--- src/rtl/servo_duty_ramp_if.sv ---
// Command handshake between a duty-target producer and servo_duty_ramp.
interface servo_duty_ramp_if;
    logic [6:0] target;
    logic       target_valid;
    logic       target_ready;

    modport master (output target, output target_valid, input  target_ready);
    modport slave  (input  target, input  target_valid, output target_ready);
endinterface

--- src/rtl/servo_duty_ramp.sv ---
// Slew-limited duty command stage feeding the servo PWM serializer.
// Optional feature macro: SERVO_RAMP_EN (per-frame STEP limiting); undefined = jump to goal.
module servo_duty_ramp #(
    parameter int unsigned FRAME_CYCLES = 2000000,
    parameter int unsigned STEP         = 2,
    parameter int unsigned DUTY_MAX     = 99,
    parameter int unsigned INIT_DUTY    = 0
) (
    input  logic               clk,
    input  logic               reset_n,
    servo_duty_ramp_if.slave   cmd,
    output logic [6:0]         duty_cycle,
    output logic               frame_tick,
    output logic               settled
);
    localparam int unsigned      CW       = $clog2(FRAME_CYCLES);
    localparam logic [CW-1:0]    CNT_LAST = CW'(FRAME_CYCLES - 1);
    localparam logic [6:0]       DMAX     = 7'(DUTY_MAX);
    localparam logic [6:0]       INIT     = 7'(INIT_DUTY);

    typedef enum logic [1:0] {IDLE, RAMP_UP, RAMP_DOWN} state_t;

    state_t        state, state_nxt;
    logic [CW-1:0] cnt;
    logic [6:0]    pend, goal, goal_nxt, duty_nxt, tgt_clamped;
    logic          pend_vld, wrap, accept;

    assign wrap             = (cnt == CNT_LAST);
    assign accept           = cmd.target_valid && !pend_vld;
    assign cmd.target_ready = !pend_vld;
    assign tgt_clamped      = (cmd.target > DMAX) ? DMAX : cmd.target;
    assign settled          = (state == IDLE);

`ifdef SERVO_RAMP_EN
    logic [7:0] d8, g8, diff, stp;
    logic       up;

    // Compare first so the unsigned difference can never wrap.
    always_comb begin
        d8       = {1'b0, duty_cycle};
        g8       = {1'b0, goal_nxt};
        up       = (g8 > d8);
        diff     = up ? (g8 - d8) : (d8 - g8);
        stp      = (diff < 8'(STEP)) ? diff : 8'(STEP);
        duty_nxt = 7'(up ? (d8 + stp) : (d8 - stp));
    end
`else
    assign duty_nxt = goal_nxt;
`endif

    // A pending command becomes the goal on the wrap edge that consumes it.
    always_comb begin
        goal_nxt  = pend_vld ? pend : goal;
        state_nxt = IDLE;
        if (goal_nxt > duty_nxt)      state_nxt = RAMP_UP;
        else if (goal_nxt < duty_nxt) state_nxt = RAMP_DOWN;
    end

    always_ff @(posedge clk or negedge reset_n) begin
        if (!reset_n) begin
            cnt        <= '0;
            frame_tick <= 1'b0;
            pend       <= '0;
            pend_vld   <= 1'b0;
            goal       <= INIT;
            duty_cycle <= INIT;
            state      <= IDLE;
        end else begin
            cnt        <= wrap ? '0 : cnt + 1'b1;
            frame_tick <= wrap;
            // Accept and consume are exclusive: accept needs an empty slot.
            if (accept) begin
                pend     <= tgt_clamped;
                pend_vld <= 1'b1;
            end else if (wrap) begin
                pend_vld <= 1'b0;
            end
            if (wrap) begin
                goal       <= goal_nxt;
                duty_cycle <= duty_nxt;
                state      <= state_nxt;
            end
        end
    end
endmodule

--- src/flat_wrapper.sv ---
// flat-port wrapper written by rule: the top's interface ports become plain ports
module servo_duty_ramp_flat 
#(
    parameter int unsigned FRAME_CYCLES = 2000000,
    parameter int unsigned STEP         = 2,
    parameter int unsigned DUTY_MAX     = 99,
    parameter int unsigned INIT_DUTY    = 0
)
  (clk, reset_n, duty_cycle, frame_tick, settled, cmd_target, cmd_target_valid, cmd_target_ready);
  servo_duty_ramp_if cmd_i ();
  input  logic clk;
  input  logic reset_n;
  output logic [6:0] duty_cycle;
  output logic frame_tick;
  output logic settled;
  input wire logic [$bits(cmd_i.target)-1:0] cmd_target;
  input wire logic [$bits(cmd_i.target_valid)-1:0] cmd_target_valid;
  output wire logic [$bits(cmd_i.target_ready)-1:0] cmd_target_ready;
  assign cmd_i.target = cmd_target;
  assign cmd_i.target_valid = cmd_target_valid;
  assign cmd_target_ready = cmd_i.target_ready;
  servo_duty_ramp #(.FRAME_CYCLES(FRAME_CYCLES), .STEP(STEP), .DUTY_MAX(DUTY_MAX), .INIT_DUTY(INIT_DUTY)) u_core (.clk(clk), .reset_n(reset_n), .cmd(cmd_i), .duty_cycle(duty_cycle), .frame_tick(frame_tick), .settled(settled));
endmodule
--- config.mk ---
export PLATFORM = sky130hd
export DESIGN_NAME = servo_duty_ramp_flat
export DESIGN_NICKNAME = d
export VERILOG_FILES = /design/src/rtl/servo_duty_ramp_if.sv /design/src/rtl/servo_duty_ramp.sv /design/src/flat_wrapper.sv
export SDC_FILE = /design/constraint.sdc
export NUM_CORES = 1
export LEC_CHECK = 0
export CAP_MARGIN = 10
export CORE_ASPECT_RATIO = 0.9
export CORE_UTILIZATION = 49
export DETAILED_ROUTE_END_ITERATION = 6
export PLACE_DENSITY_LB_ADDON = 0.08
export SYNTH_ARGS = -nofsm -noshare
export SYNTH_HDL_FRONTEND = slang
export SYNTH_SLANG_ARGS = --single-unit
--- constraint.sdc ---
create_clock -name clk -period 2.1 [get_ports clk]
set_clock_uncertainty 0.2 [all_clocks]
set_input_delay 0.42 -clock clk [delete_from_list [all_inputs] [get_ports clk]]
set_output_delay 0.42 -clock clk [all_outputs]
set_load 0.02 [all_outputs]
==> impl_metrics.json <==
{
  "slew_violations": 0,
  "r2r_cells": 6,
  "min_from": "u_core.pend[6]$_DFFE_PN0P_",
  "ys_types": 38,
  "die_x_um": 63.36,
  "antennaDiodeCount": 0,
  "yosys.area.top_type_share_pct": 55.76,
  "n_fill_cell": 262,
  "async_reset_ff_share_pct": 100.0,
  "grt_pass1_vias": 1236,
  "crit_required_ps": 2080,
  "path_buf_inv": 1,
  "max_freq_ghz": 0.4834,
  "ys_seq_area_share_pct": 55.76,
  "cts_sinks": 37,
  "syn-cell-area_um2": 1660,
  "h-tree-depth": 2,
  "grt-ovfl-total": 0,
  "grt_pass1_wl_mm": 5.485,
  "ios": 20,
  "drtAntennaViolNets": 0,
  "final_util_pct": 67.86,
  "crit_path_top_delay_cell": "or3_4",
  "startpoint": "u_core.cnt[0]$_DFF_PN0_",
  "nNetsFinal": 194,
  "setup_viol": 0,
  "pwr-share-clk_pct": 37.5,
  "core_um2": 3138,
  "die_area_um2": 3626,
  "grtUsageTotal_pct": 20.16,
  "period_share_pct": 98.51,
  "clkSlewWorstSetupHoldPaths_ps": 70,
  "initial_core_util_pct": 52.91,
  "p_sw_share_pct": 21.95,
  "multiInputGateArea_um2": 725.7,
  "syn-instance-count": 143,
  "cts_buffers": 5,
  "leakage_uw": 0.0009802,
  "path_depth": 6,
  "dr_total_vias": 1225,
  "finalHoldViolCount": 0,
  "dpl.hpwl_mm": 2.279,
  "status": "complete, no violations",
  "netSwitchingPower_uw": 277.4,
  "cap_violations": 0,
  "synth_enable_flop_cells": 0,
  "tritoncts": "done",
  "die_h_um": 57.23,
  "syn_avg_cell_area_um2": 11.61,
  "pwr-share-comb_pct": 4.1,
  "path_cells": "ha_2 > and4_4 > nand3_4 > or3_4 > buf_8 > mux2_4",
  "port_buffers": 18,
  "cts_hold_buf": 0,
  "whs_ps": 279.4,
  "hold_path_class": "reg -> reg",
  "synth.area.top_cells": "dfrtp_1, mux2_4, xnor2_1, nand2_1, xor2_1",
  "seq_power_share_pct": 58.4,
  "regArea_um2": 927.1,
  "synth_fp_nets": 154,
  "p_int_uw": 986.8,
  "vdd_drop_max_v": 0.0004683,
  "ys_warn_count": 0,
  "drt_first_iter_violations": 32,
  "drive_above_1_share_pct": 22.28,
  "crit_path_max_incr_delay_ps": 400,
  "synth_seq_cells": 37,
  "power_uw": 1264,
  "post-route-min-period_ps": 2069,
  "cp_max_fo": 8,
  "grt_max_degree": 38,
  "fp-row-count": 19,
  "layout_commonest_cell": "dfrtp_1",
  "mostFrequentLayoutCells": "dfrtp_1, clkdlybuf4s50_1, buf_4, nand2_1, nor2_1",
  "grt_antenna_before_repair": 0,
  "r2r-start": "u_core.cnt[0]$_DFF_PN0_",
  "hold_depth": 2,
  "syn_to_final_growth_pct": 28.26,
  "gp_congestion": 0.8209,
  "cp_top_family": "simple AND/OR/NAND/NOR gates",
  "synthFlopType": "dfrtp_1",
  "rsz0062_at_grt": "yes",
  "arrival_ps": 2050,
  "drt_first_pass_iters": 4,
  "cts.path.max_buffers": 2,
  "critPathCaptureType": "register",
  "drt_wl_total_mm": 3.305,
  "critPathLaunchType": "register",
  "route.detailed.drc": 0,
  "root_buffer": "clkbuf_8",
  "yosys.area.top_type": "dfrtp_1",
  "critPathKind": "reg -> reg",
  "vias_per_cell": 5.420,
  "insertion_delay_ps": 290,
  "wl_per_cell_um": 14.62,
  "p_per_area_nw_per_um2": 593.6
}
-- routing by layer --
layer	vias up	track usage [%]	routed length (um)
met3	10	5.000	87
li1	592	-	-
met2	16	29.33	1545
met1	607	27.67	1591
met5	-	0	0
met4	0	11.36	81
-- cells in the mapped netlist (2+ instances only) --
| cell | instances |
|---|---|
| a22o_1 | 3 |
| dfrtp_1 | 37 |
| and3_1 | 2 |
| and4_1 | 4 |
| mux2_4 | 7 |
| nor2_1 | 12 |
| nor2b_1 | 2 |
| nand3_1 | 6 |
| xor2_1 | 6 |
| nand2_1 | 15 |
| xnor2_1 | 9 |
| o22a_1 | 2 |
| o21ai_0 | 2 |
| nor4_1 | 2 |
| nand4_1 | 6 |
| nor3_1 | 2 |
| inv_1 | 3 |
| a21oi_1 | 3 |
-- worst register-to-register path, stage by stage (launching register included) --
cell	delay [ps]
dfrtp_1	390
ha_2	200
and4_4	230
nand3_4	80
or3_4	400
buf_8	160
mux2_4	300
-- stage by stage --
| step | setup WS (ps) | area [um2] | std cells | TNS (ps) |
|---|---|---|---|---|
| 2_1_floorplan | 86.70 | 1660 | 143 | 0 |
| 3_3_place_gp | 93.25 | 1986 | 215 | 0 |
| 3_5_place_dp | 71.13 | 1986 | 215 | 0 |
| 4_1_cts | 46.03 | 2068 | 223 | 0 |
| 5_1_grt | -16.67 | 2130 | 226 | -33.39 |
| 6_report | 31.22 | 2130 | 226 | 0 |
-- kinds of logic (layout without fill, tap and decap cells) --
logic type | after synthesis | in the layout | share of synthesized area [%]
AOI/OAI and AO/OA | 16 | 16 | 7.235
adders and majority gates | 1 | 1 | 0.7535
buffers and inverters | 7 | 48 | 2.336
xor gates and xnor gates | 15 | 15 | 7.913
muxes | 7 | 7 | 6.330
and+or+nand+nor | 59 | 59 | 19.44
other | 1 | 1 | 0.2259
DFF | 37 | 37 | 55.77
-- repair_timing --
action,4_1_cts,5_1_grt
endpoints found under the hold margin,0,0
endpoints found under the setup margin,0,7
setup buffers,0,3
gates resized for setup,0,8
-- area by class of cell --
class                   instances  area share, %
clock inverters                 2         0.4700
clock buffers                   6          3.408
well taps                      42          2.468
multi-input cells              99          34.08
repair buffers                 37          15.51
inverters                       3         0.5288
flip-flops and latches         37          43.54
-- power by group through the flow --
stage | logic [uW] | registers (uW) | clock network, uW
finish | 52.2 | 738 | 474
global route | 58.8 | 739 | 517
CTS | 53.6 | 738 | 491
detailed placement | 53.6 | 752 | 0
global placement | 52.0 | 751 | 0
floorplan | 18.9 | 749 | 0
-- worst paths after layout --
path | endpoint | slack (ps)
max in group asynchronous | u_core.cnt[11]$_DFF_PN0_ | 1000
worst max register to register | u_core.goal[1]$_DFFE_PN0P_ | 30
worst max-delay path | u_core.goal[1]$_DFFE_PN0P_ | 30
min in group asynchronous | u_core.goal[5]$_DFFE_PN0P_ | 340
worst min register to register | u_core.pend[6]$_DFFE_PN0P_ | 280
worst min-delay path | u_core.pend[6]$_DFFE_PN0P_ | 280
-- sequential cells by signal (all words and copies together) (netlist names) --
| register | count |
|---|---|
| u_core.cnt | 21 |
| u_core.goal | 7 |
| u_core.pend | 7 |
| u_core.frame_tick | 1 |
| u_core.pend_vld | 1 |
Note: power is estimated with default switching activity, not from simulation.
